$ cat src/rtl/zigbee_datapath_top.sv
// zigbee_datapath_top: dual 8x4 symbol FIFO datapath with strobe/side demux and registered observation muxes; ZB_TOP_ERR_FLAGS_EN enables sticky ovf/unf flags
module zigbee_datapath_top (
    input  logic       i_clk,
    input  logic       i_rst,
    input  logic [3:0] in_inFIFO_inData,
    input  logic       in_outFIFO_inReadEnable,
    input  logic       in_DEMUX_inDEMUX1,
    input  logic       in_DEMUX_inDEMUX2,
    input  logic [3:0] in_DEMUX_inDEMUX17,
    input  logic [3:0] in_DEMUX_inDEMUX18,
    input  logic [2:0] in_DEMUX_inSEL1,
    input  logic       in_DEMUX_inSEL17,
    input  logic [1:0] in_MUX_inSEL6,
    input  logic [1:0] in_MUX_inSEL9,
    input  logic       in_MUX_inSEL11,
    input  logic       in_MUX_inSEL12,
    input  logic [2:0] in_MUX_inSEL15,
    output logic [3:0] out_MUX_outMUX9,
    output logic [3:0] out_MUX_outMUX10,
    output logic       out_MUX_outMUX15,
    output logic       out_MUX_outMUX16
);
    logic [3:0] r_in_mem [8];
    logic [3:0] r_out_mem [8];
    logic [2:0] r_in_wp, r_in_rp, r_out_wp, r_out_rp;
    logic [3:0] r_in_cnt, r_out_cnt;
    logic [3:0] r_reg_a, r_reg_b, r_rd_data;
    logic       r_b0, r_b1, r_rd_valid;
    logic       w_wr_req, w_xfer_req, w_flush;
    logic       w_in_empty, w_in_full, w_out_empty, w_out_full;
    logic       w_rd, w_xfer, w_wr, w_ovf, w_unf;
    logic [3:0] w_in_head, w_sum, w_mux9, w_mux10;
    logic [7:0] w_status;
    logic [3:0] w_flags16;

    assign w_wr_req    = in_DEMUX_inDEMUX1 && in_DEMUX_inSEL1 == 3'd0;
    assign w_xfer_req  = in_DEMUX_inDEMUX1 && in_DEMUX_inSEL1 == 3'd1;
    assign w_flush     = in_DEMUX_inDEMUX1 && in_DEMUX_inSEL1 == 3'd2;
    assign w_in_empty  = r_in_cnt == 4'd0;
    assign w_in_full   = r_in_cnt == 4'd8;
    assign w_out_empty = r_out_cnt == 4'd0;
    assign w_out_full  = r_out_cnt == 4'd8;
    // Flush wins over every FIFO operation in its cycle; a pop frees a slot for a same-cycle push.
    assign w_rd   = in_outFIFO_inReadEnable && !w_out_empty && !w_flush;
    assign w_xfer = w_xfer_req && !w_flush && !w_in_empty && (!w_out_full || w_rd);
    assign w_wr   = w_wr_req && !w_flush && (!w_in_full || w_xfer);

    // FIFO storage; stale entries are harmless because pointers and counts gate every access.
    always_ff @(posedge i_clk) begin
        if (!i_rst && w_wr) r_in_mem[r_in_wp] <= in_inFIFO_inData;
        if (!i_rst && w_xfer) r_out_mem[r_out_wp] <= r_in_mem[r_in_rp];
    end

    // Pointer and occupancy bookkeeping for both FIFOs.
    always_ff @(posedge i_clk) begin
        if (i_rst || w_flush) begin
            r_in_wp   <= '0;
            r_in_rp   <= '0;
            r_in_cnt  <= '0;
            r_out_wp  <= '0;
            r_out_rp  <= '0;
            r_out_cnt <= '0;
        end else begin
            r_in_wp   <= r_in_wp + {2'b0, w_wr};
            r_in_rp   <= r_in_rp + {2'b0, w_xfer};
            r_in_cnt  <= r_in_cnt + {3'b0, w_wr} - {3'b0, w_xfer};
            r_out_wp  <= r_out_wp + {2'b0, w_xfer};
            r_out_rp  <= r_out_rp + {2'b0, w_rd};
            r_out_cnt <= r_out_cnt + {3'b0, w_xfer} - {3'b0, w_rd};
        end
    end

    // Output FIFO read port: data holds across idle cycles, valid pulses per successful pop.
    always_ff @(posedge i_clk) begin
        if (i_rst) begin
            r_rd_data  <= '0;
            r_rd_valid <= 1'b0;
        end else begin
            r_rd_valid <= w_rd;
            if (w_rd) r_rd_data <= r_out_mem[r_out_rp];
        end
    end

    // Side registers reload every cycle; SEL17 swaps operands and chooses which bit captures DEMUX2.
    always_ff @(posedge i_clk) begin
        if (i_rst) begin
            r_reg_a <= '0;
            r_reg_b <= '0;
            r_b0    <= 1'b0;
            r_b1    <= 1'b0;
        end else begin
            r_reg_a <= in_DEMUX_inSEL17 ? in_DEMUX_inDEMUX18 : in_DEMUX_inDEMUX17;
            r_reg_b <= in_DEMUX_inSEL17 ? in_DEMUX_inDEMUX17 : in_DEMUX_inDEMUX18;
            if (in_DEMUX_inSEL17) r_b1 <= in_DEMUX_inDEMUX2;
            else r_b0 <= in_DEMUX_inDEMUX2;
        end
    end

`ifdef ZB_TOP_ERR_FLAGS_EN
    logic r_ovf, r_unf;
    // Sticky overflow/underflow, cleared only by reset or flush.
    always_ff @(posedge i_clk) begin
        if (i_rst || w_flush) begin
            r_ovf <= 1'b0;
            r_unf <= 1'b0;
        end else begin
            if (w_wr_req && w_in_full && !w_xfer) r_ovf <= 1'b1;
            if (in_outFIFO_inReadEnable && w_out_empty) r_unf <= 1'b1;
        end
    end
    assign w_ovf = r_ovf;
    assign w_unf = r_unf;
`else
    assign w_ovf = 1'b0;
    assign w_unf = 1'b0;
`endif

    assign w_in_head = w_in_empty ? 4'd0 : r_in_mem[r_in_rp];
    assign w_sum     = r_reg_a + r_reg_b;
    assign w_status  = {w_unf, w_ovf, r_b1, r_b0, w_out_full, w_out_empty, w_in_full, w_in_empty};
    assign w_flags16 = {r_rd_valid, r_b0 ^ r_b1, r_b1, r_b0};

    // Observation mux selection ahead of the output registers.
    always_comb begin
        w_mux9  = in_MUX_inSEL9 == 2'd0 ? r_rd_data :
                  in_MUX_inSEL9 == 2'd1 ? r_reg_a :
                  in_MUX_inSEL9 == 2'd2 ? r_reg_b : w_in_head;
        w_mux10 = in_MUX_inSEL6 == 2'd0 ? r_in_cnt :
                  in_MUX_inSEL6 == 2'd1 ? r_out_cnt :
                  in_MUX_inSEL6 == 2'd2 ? (r_reg_a ^ r_reg_b) : w_sum;
    end

    // Registered observation outputs.
    always_ff @(posedge i_clk) begin
        if (i_rst) begin
            out_MUX_outMUX9  <= '0;
            out_MUX_outMUX10 <= '0;
            out_MUX_outMUX15 <= 1'b0;
            out_MUX_outMUX16 <= 1'b0;
        end else begin
            out_MUX_outMUX9  <= w_mux9;
            out_MUX_outMUX10 <= w_mux10;
            out_MUX_outMUX15 <= w_status[in_MUX_inSEL15];
            out_MUX_outMUX16 <= w_flags16[{in_MUX_inSEL12, in_MUX_inSEL11}];
        end
    end
endmodule

$ cat config.mk
export PLATFORM = sky130hd
export DESIGN_NAME = zigbee_datapath_top
export DESIGN_NICKNAME = d
export VERILOG_FILES = /design/src/rtl/zigbee_datapath_top.sv
export SDC_FILE = /design/constraint.sdc
export NUM_CORES = 1
export LEC_CHECK = 0
export ABC_AREA = 1
export CAP_MARGIN = 30
export CELL_PAD_IN_SITES_DETAIL_PLACEMENT = 1
export CELL_PAD_IN_SITES_GLOBAL_PLACEMENT = 2
export CORE_MARGIN = 4
export CORE_UTILIZATION = 30
export DETAILED_ROUTE_END_ITERATION = 12
export PLACE_DENSITY = 0.74
export RECOVER_POWER = 50
export SLEW_MARGIN = 30
export SYNTH_ARGS = -nofsm -noshare
export SYNTH_HDL_FRONTEND = slang
export SYNTH_SLANG_ARGS = --single-unit
$ cat constraint.sdc
create_clock -name i_clk -period 2.4 [get_ports i_clk]
set_input_delay 0.48 -clock i_clk [delete_from_list [all_inputs] [get_ports i_clk]]
set_output_delay 0.48 -clock i_clk [all_outputs]
set_load 0.01 [all_outputs]
==> results.md, run 1 <==
Synth:
- The count of flip-flops with a built-in enable after synthesis is 64.
- After synthesis the netlist holds a flip-flop and latch count of 109.
- Yosys mapped the design onto 37 distinct sky130hd cell types.
- Yosys printed 0 warnings.
- Each instance of the synthesized netlist takes up on average 9.23 sq um.
- The share of the Yosys chip area taken by registers is 55.7%.
- The flip-flop cell with the highest count after synthesis is sky130_fd_sc_hd__edfxtp_1.
- Of all flip-flops after synthesis, the portion carrying an async set or reset was 0%.
- The area of the mapped netlist is 0.00506 sq mm.
- When the netlist entered floorplanning its net count stood at 603.
- Synthesis produced 549 cells.

Floorplanning:
- The number of placed I/O pins is 40.
- The floorplan step set the die width to 138 um.
- The number of standard-cell rows in the floorplan is 47.
- Once the floorplan was initialized, standard cells occupied 30.5% of the core.
- Measured along the y axis, the die boundary spans 138 um.
- The area of the placeable core is 0.0166 sq mm.
- The floorplan step defined a die boundary enclosing 0.0190 sq mm.

CTS:
- The later-pin clock latency in the skew report is 0.35 ns.
- Clock-pin slew was measured on the worst setup and hold paths at 0.07 ns.
- TritonCTS built the clock tree.
- The longest clock path from root to sink contains 2 buffers.
- The number of hold buffers added after CTS was 0.
- The H-tree was split into 3 levels.
- The sink count of the clock tree is 109.
- Clock tree synthesis selected as its root buffer the cell sky130_fd_sc_hd__clkbuf_16.
- The number of CTS-inserted buffers is 9.

Finish:
- From synthesis to final layout, the design area changed by 22.2%.
- The antenna diode instance count is 0.
- The cell area after layout is 0.00619 sq mm.
- The number of nets at the end of the flow is 665.
- The fraction of final layout cells with drive strength greater than 1 is 11.0%.

Job:
- The tool flagged a number of max-cap violations equal to 0.

STA:
- The final critical path takes up 92.7% of the cycle.
- Setup violations remaining at the end of the flow were counted as 0.
- Clock skew on the completed layout was measured at 0.0105 ns.
- The fmax is 449 MHz.
- The total count of max-transition violations in the final report is 0.
- Setup repair after global routing left no endpoint under its margin.
- The measured slew at the worst slew-check pin is 0.616 ns.
- The final period demand of the worst path is 2.23 ns.
- The number of failing hold endpoints at the final stage came to 0.
- The worst pin sits at a relative slew slack of 58.9%.

Global route:
- The number of antenna violations at the first check in global routing was 0.
- The global-route wire length before repair is 19.7 mm.
- The global-route usage over all layers is 13.7%.
- The pin count of the biggest net entering global routing is 20.
- The via count of the first global-routing pass came to 3963.
- The sum of overflow across all layers after global routing is 0.

Drt:
- The first TritonRoute pass finished after 4 iterations.
- The DRC violation total after the first TritonRoute iteration is 184.
- After detailed routing, the total wire length is 12.1 mm.
- For this block, the via count after detailed routing is 3701.
- The post-detailed-route wirelength per cell is 14.4 um.
- After detailed routing, the number of remaining DRC violations is 0.
- The vias per cell is 4.43.
- In this run the remaining antenna-violating nets after routing total 0.

Worst setup path:
- The critical path data required time is 2.47 ns.
- The endpoint of the lowest-slack register-to-register path is r_out_cnt[1]$_SDFF_PP0_.
- Across all register-to-register paths, the minimum setup slack is 0.20 ns.
- The critical path data arrival time is 2.30 ns.
- In this run the worst path has a maximum fanout of 4.
- The critical path is of the in2reg type.
- The termination of the worst setup path is r_out_mem[3][3]$_DFFE_PP_.
- STA classifies the critical path startpoint as an input port.
- The most critical setup path has its startpoint at in_DEMUX_inSEL1[2].
- The worst setup path is captured at a flop.
- The logic depth of the worst register-to-register path is 10.
- The worst register-to-register path begins at r_in_cnt[2]$_SDFF_PP0_.

Status:
- The run finished with clean final reports.

Placed design:
- The weighted congestion reported at the end of routability-driven placement is 0.767.
- The HPWL after detailed placement is 9.47 mm.
- The count of input and output buffers is 39.
- The placed standard-cell area is 0.00587 sq mm.

Pwr:
- The reported leakage power is 2.53 nW.
- The peak supply drop is 0.323 mV.
- Power spread over the standard cell area amounts to 742 mW/mm^2.
- Power comes to 4.59 mW.

Min path:
- The min-delay analysis places its worst path in the category reg2reg.
-- cells by family (layout without fill, tap and decap cells) --
| logic type | after synthesis | count (layout) | synth area share [%] |
|---|---|---|---|
| and+or+nand+nor | 243 | 243 | 21.3 |
| AOI/OAI and AO/OA | 69 | 69 | 7.78 |
| xor gates and xnor gates | 9 | 9 | 1.56 |
| adders and majority gates | 24 | 24 | 6.37 |
| buffers and inverters | 95 | 162 | 7.21 |
| DFF | 109 | 109 | 55.7 |
-- power by group --
part           switching, mW  internal, mW  leakage (nW)
registers              0.109          2.07         0.945
logic                  0.521         0.376          1.43
clock network          0.687         0.826         0.151
total                   1.32          3.28          2.53
-- routing by layer --
metal	part of all wire, %	vias up	global-route usage, %
met2	52	23	24.5
li1	-	1916	-
met3	1.5	12	2.18
met1	45	1750	16.4
met5	0	-	0
met4	1.6	0	5.16
-- cell type report --
cell class / count / area (sq um)
fillers: 1943 / 10400
flip-flops and latches: 109 / 2820
multi-input cells: 345 / 1890
repair buffers: 67 / 597
inverters: 79 / 297
well taps: 220 / 275
clock buffers: 9 / 225
clock inverters: 7 / 82.6
-- cell usage after synthesis, types with 3 or more instances --
master | number | share of area [%]
sky130_fd_sc_hd__dfxtp_1 | 45 | 18
sky130_fd_sc_hd__nor2_1 | 79 | 5.9
sky130_fd_sc_hd__nor3_1 | 5 | 0.49
sky130_fd_sc_hd__buf_2 | 7 | 0.69
sky130_fd_sc_hd__a21oi_1 | 20 | 2.0
sky130_fd_sc_hd__inv_2 | 4 | 0.30
sky130_fd_sc_hd__inv_1 | 75 | 5.6
sky130_fd_sc_hd__and2_1 | 4 | 0.49
sky130_fd_sc_hd__fa_1 | 3 | 1.2
sky130_fd_sc_hd__nand3_1 | 40 | 4.0
sky130_fd_sc_hd__or2_2 | 8 | 0.99
sky130_fd_sc_hd__o21ai_0 | 31 | 3.1
sky130_fd_sc_hd__edfxtp_1 | 64 | 38
sky130_fd_sc_hd__clkbuf_1 | 8 | 0.59
sky130_fd_sc_hd__xnor2_1 | 7 | 1.2
sky130_fd_sc_hd__nand2_1 | 92 | 6.8
sky130_fd_sc_hd__ha_1 | 21 | 5.2
sky130_fd_sc_hd__o211ai_1 | 10 | 1.5
sky130_fd_sc_hd__nor2_2 | 4 | 0.49
-- flip-flops by register name (all words and copies together) (netlist names), 3 cells and up --
name              count
out_MUX_outMUX10      4
out_MUX_outMUX9       4
r_in_cnt              4
r_in_mem             32
r_in_rp               3
r_in_wp               3
r_out_cnt             4
r_out_mem            32
r_out_rp              3
r_out_wp              3
r_rd_data             4
r_reg_a               4
r_reg_b               4
-- how the worst min path moves through the flow --
| stage | start | to | slack (ns) | cells after the start |
|---|---|---|---|---|
| after global routing | r_rd_data[1]$_SDFFE_PP0N_ | r_rd_data[1]$_SDFFE_PP0N_ | 0.50 | 2 |
| after global placement | r_rd_data[1]$_SDFFE_PP0N_ | r_rd_data[1]$_SDFFE_PP0N_ | 0.46 | 2 |
| after floorplan | r_rd_data[0]$_SDFFE_PP0N_ | r_rd_data[0]$_SDFFE_PP0N_ | 0.44 | 2 |
| after CTS | r_rd_data[1]$_SDFFE_PP0N_ | r_rd_data[1]$_SDFFE_PP0N_ | 0.47 | 2 |
| after detailed placement | r_rd_data[1]$_SDFFE_PP0N_ | r_rd_data[1]$_SDFFE_PP0N_ | 0.46 | 2 |
| final | r_rd_data[1]$_SDFFE_PP0N_ | r_rd_data[1]$_SDFFE_PP0N_ | 0.47 | 2 |
-- placed cells by master (no fill, tap or decap), drive strengths merged --
cell type	n
bufinv	1
o211ai	10
a311oi	1
or2	9
o21bai	1
ha	21
clkdlybuf4s50	24
xnor2	7
o22ai	1
a31oi	1
fa	3
o21ai	33
a21oi	21
edfxtp	64
nand2	96
o2111ai	1
inv	81
nand4	1
nor3	6
clkbuf	10
dfxtp	45
clkinv	4
dlygate4sd3	15
nor2	84
nand3	41
and2	4
xor2	2
nor3b	2
buf	27
-- critical path: stages --
cell	delay, ns
sky130_fd_sc_hd__clkdlybuf4s50_1	0.42
sky130_fd_sc_hd__or2_4	0.27
sky130_fd_sc_hd__nor3_4	0.23
sky130_fd_sc_hd__nand2_4	0.08
sky130_fd_sc_hd__buf_4	0.16
sky130_fd_sc_hd__nor2_4	0.10
sky130_fd_sc_hd__nand2_2	0.09
sky130_fd_sc_hd__nor3_1	0.26
sky130_fd_sc_hd__buf_4	0.20
-- through the flow --
stage          setup TNS (ns)  setup WS (ns)  utilization, %  cells  hold WS [ns]
2_1_floorplan               0          0.347               -    549         0.442
3_3_place_gp            -1.87         -0.176            35.4    820         0.460
3_5_place_dp            -4.03         -0.193            35.4    820         0.459
4_1_cts                     0         0.0598            37.3    836         0.471
5_1_grt                     0         0.0283            37.3    836         0.499
6_report                    0          0.175            37.3    836         0.471
-- timing repair --
item                                    in CTS  in global routing
endpoints found under the setup margin       0                  6
resized for setup                            0                  2
setup buffers                                0                  0
Note: power is estimated with default switching activity, not from simulation.
==> run 2: changes to the inputs <==
==> constraint.sdc (replaced) <==
create_clock -name i_clk -period 2.2 [get_ports i_clk]
set_input_delay 0.44 -clock i_clk [delete_from_list [all_inputs] [get_ports i_clk]]
set_output_delay 0.44 -clock i_clk [all_outputs]
set_load 0.01 [all_outputs]
==> results.md, run 2 (same netlist as run 1, synthesis figures left out) <==
Drt:
- The vias per cell is 4.50.
- The remaining design rule violation count is 0.
- In this run the remaining antenna-violating nets after routing total 0.
- The post-detailed-route wirelength per cell is 14.6 um.
- Across all layers, the routed design uses 3801 vias.
- The first detailed-routing pass took 4 iterations.
- The DRC violation total after the first TritonRoute iteration is 112.
- Summed over all layers, the routed wires come to 12.3 mm.

Status:
- The run finished with clean final reports.

Pwr:
- Total power for the finished layout comes to 5.13 mW.
- IR analysis of the VDD net gives a maximum drop of 0.384 mV.
- For this design the ratio of total power to cell area is 814 mW/mm^2.
- Summed over all cells, the static leakage comes to 2.59 nW.

STA:
- The fmax is 474 MHz.
- The measured slew at the worst slew-check pin is 0.688 ns.
- The final period demand of the worst path is 2.11 ns.
- The total setup violations reported at the end of the flow is 0.
- Headroom to the max-slew limit came out at 54.1%.
- The total count of max-transition violations in the final report was 0.
- Across the routed clock network, the largest skew measured is 0.0113 ns.
- The post-route setup TNS is 0 ns.
- In the finished design, the share of the clock period the worst path needs comes to 95.9%.
- The number of failing hold endpoints at the final stage was 0.

Worst setup path:
- At the worst endpoint, the arrival time is 2.40 ns.
- At the worst endpoint, the required time is 2.49 ns.
- In this run the worst setup path begins at r_in_cnt[3]$_SDFF_PP0_.
- The highest net fanout along the worst path is 4.
- Together, buffers and inverters on the worst path number 2.
- In this run the critical register-to-register path is launched from r_in_cnt[3]$_SDFF_PP0_.
- The delay of the slowest cell on the worst path is 0.36 ns.
- The slowest stage of the critical path is the sky130_fd_sc_hd__dfxtp_1 cell.
- Among the stages of the critical path, the cell type that occurs most often is sky130_fd_sc_hd__ha_1.
- The kind of cell with the highest combined delay along the critical path is simple AND/OR/NAND/NOR gates.
- The kind of critical path is reg2reg.
- The worst setup path is captured at a flop.
- STA classifies the critical path startpoint as a flop.
- The signal on the critical path passes through inv_1 > ha_1 > nor3b_4 > nor3_4 > nand2_4 > buf_4 > ha_1 > nand3_1 > nand2_1 > or2_2 > a21oi_2.

Floorplanning:
- The floorplan step defined a die boundary enclosing 0.0190 sq mm.
- The area of the placeable core is 0.0166 sq mm.
- The y dimension of the die is 138 um.
- The starting density of the core is 30.5%.
- Measured along the x axis, the die boundary spans 138 um.
- The number of standard-cell rows in the floorplan is 47.
- The number of placed I/O pins is 40.

CTS:
- The later-pin clock latency in the skew report is 0.35 ns.
- The clock tree synthesis step divided the H-tree into 3 levels.
- TritonCTS created 9 clock buffers.
- TritonCTS built the clock tree.
- The cell sitting at the root of the clock tree is a sky130_fd_sc_hd__clkbuf_16.
- The clock drives 109 sinks.
- In this run the deepest clock path goes through 2 buffers.
- Clock-pin slew was measured on the worst setup and hold paths at 0.07 ns.
- The count of hold buffers inserted by post-cts repair is 0.

Global route:
- The via count of the first global-routing pass is 4040.
- The global-route usage over all layers is 13.9%.
- The pin count of the biggest net entering global routing is 19.
- The sum of overflow across all layers after global routing is 0.
- The number of antenna violations at the first check in global routing was 0.
- The global-route wire length before repair is 20.0 mm.

Finish:
- The area added between synthesis and finish is 24.3%.
- At the end of the flow, the number of nets in the layout was 673.
- Of the cells placed in the final design, the portion with a size suffix greater than 1 is 14.3%.
- 0 antenna diodes ended up in the layout.
- The largest registers in the layout are r_in_mem (32), r_out_mem (32).
- Leaving out fill and tap cells, the most frequent cells in the layout are 89 x sky130_fd_sc_hd__nand2_1, 79 x sky130_fd_sc_hd__nor2_1, 75 x sky130_fd_sc_hd__inv_1, 64 x sky130_fd_sc_hd__edfxtp_1, 44 x sky130_fd_sc_hd__dfxtp_1.
- The library cell used most frequently in the layout, excluding fill and tap cells, is sky130_fd_sc_hd__nand2_1.

Placed design:
- The count of input and output buffers is 39.
- The congestion estimate from routability-driven global placement came to 0.784.
- The total half-perimeter wirelength after legalization and detailed placement is 9.56 mm.

Min path:
- The worst min-delay path startpoint is r_rd_valid$_SDFF_PP0_.
- The class of the most critical hold timing path is reg2reg.

Job:
- Across the run, the number of max-cap violations was 0.
[run 2: per-stage QoR]
step / utilization [%] / instances / setup slack [ns] / instance area, sq um / hold WS (ns)
detailed placement: 35.6 / 825 / -0.365 / 5910 / 0.470
floorplan: - / 549 / 0.187 / 5060 / 0.442
global placement: 35.6 / 825 / -0.295 / 5910 / 0.463
global route: 38.0 / 844 / -0.0292 / 6300 / 0.507
finish: 38.0 / 844 / 0.0901 / 6300 / 0.471
CTS: 37.5 / 841 / 0.00363 / 6220 / 0.479
[run 2: area by class of cell]
cell class / instances / area [sq um]
Clock buffer: 10 / 239
Clock inverter: 6 / 68.8
Fill cell: 1948 / 10300
Inverter: 79 / 297
Multi-Input combinational cell: 345 / 1930
Sequential cell: 109 / 2820
Tap cell: 220 / 275
Timing Repair Buffer: 75 / 668
[run 2: path summary, 6_finish.rpt]
check	endpoint	slack (ns)	depth (start not counted)
worst min register to register	out_MUX_outMUX16$_SDFF_PP0_	0.47	2
worst max register to register	r_in_cnt[3]$_SDFF_PP0_	0.09	11
worst min-delay path	out_MUX_outMUX16$_SDFF_PP0_	0.47	2
worst max-delay path	r_in_cnt[3]$_SDFF_PP0_	0.09	11
[run 2: timing repair]
action	CTS	global route
resized for setup	1	18
setup buffers	0	3
cloned	0	0
pin swaps	0	7
endpoints found under the setup margin	6	15
endpoints found under the hold margin	0	0
[run 2: report_power, final]
part	switching [mW]	leakage (nW)	internal, mW
registers	0.107	0.945	2.26
logic	0.605	1.49	0.482
clock network	0.745	0.149	0.922
total	1.46	2.59	3.67
[run 2: worst register-to-register path, cell delays in order (launching register included)]
cell and delay (ns):
sky130_fd_sc_hd__dfxtp_1 0.36, sky130_fd_sc_hd__inv_1 0.08, sky130_fd_sc_hd__ha_1 0.19, sky130_fd_sc_hd__nor3b_4 0.17, sky130_fd_sc_hd__nor3_4 0.18, sky130_fd_sc_hd__nand2_4 0.09
sky130_fd_sc_hd__buf_4 0.16, sky130_fd_sc_hd__ha_1 0.27, sky130_fd_sc_hd__nand3_1 0.08, sky130_fd_sc_hd__nand2_1 0.07, sky130_fd_sc_hd__or2_2 0.29, sky130_fd_sc_hd__a21oi_2 0.13
[run 2: routing by layer]
metal / vias to the layer above / GRT usage (%) / wire (um)
li1: 1926 / - / -
met1: 1825 / 16.3 / 5300
met2: 34 / 25.3 / 6550
met3: 16 / 2.58 / 256
met4: 0 / 4.94 / 225
met5: - / 0 / 0
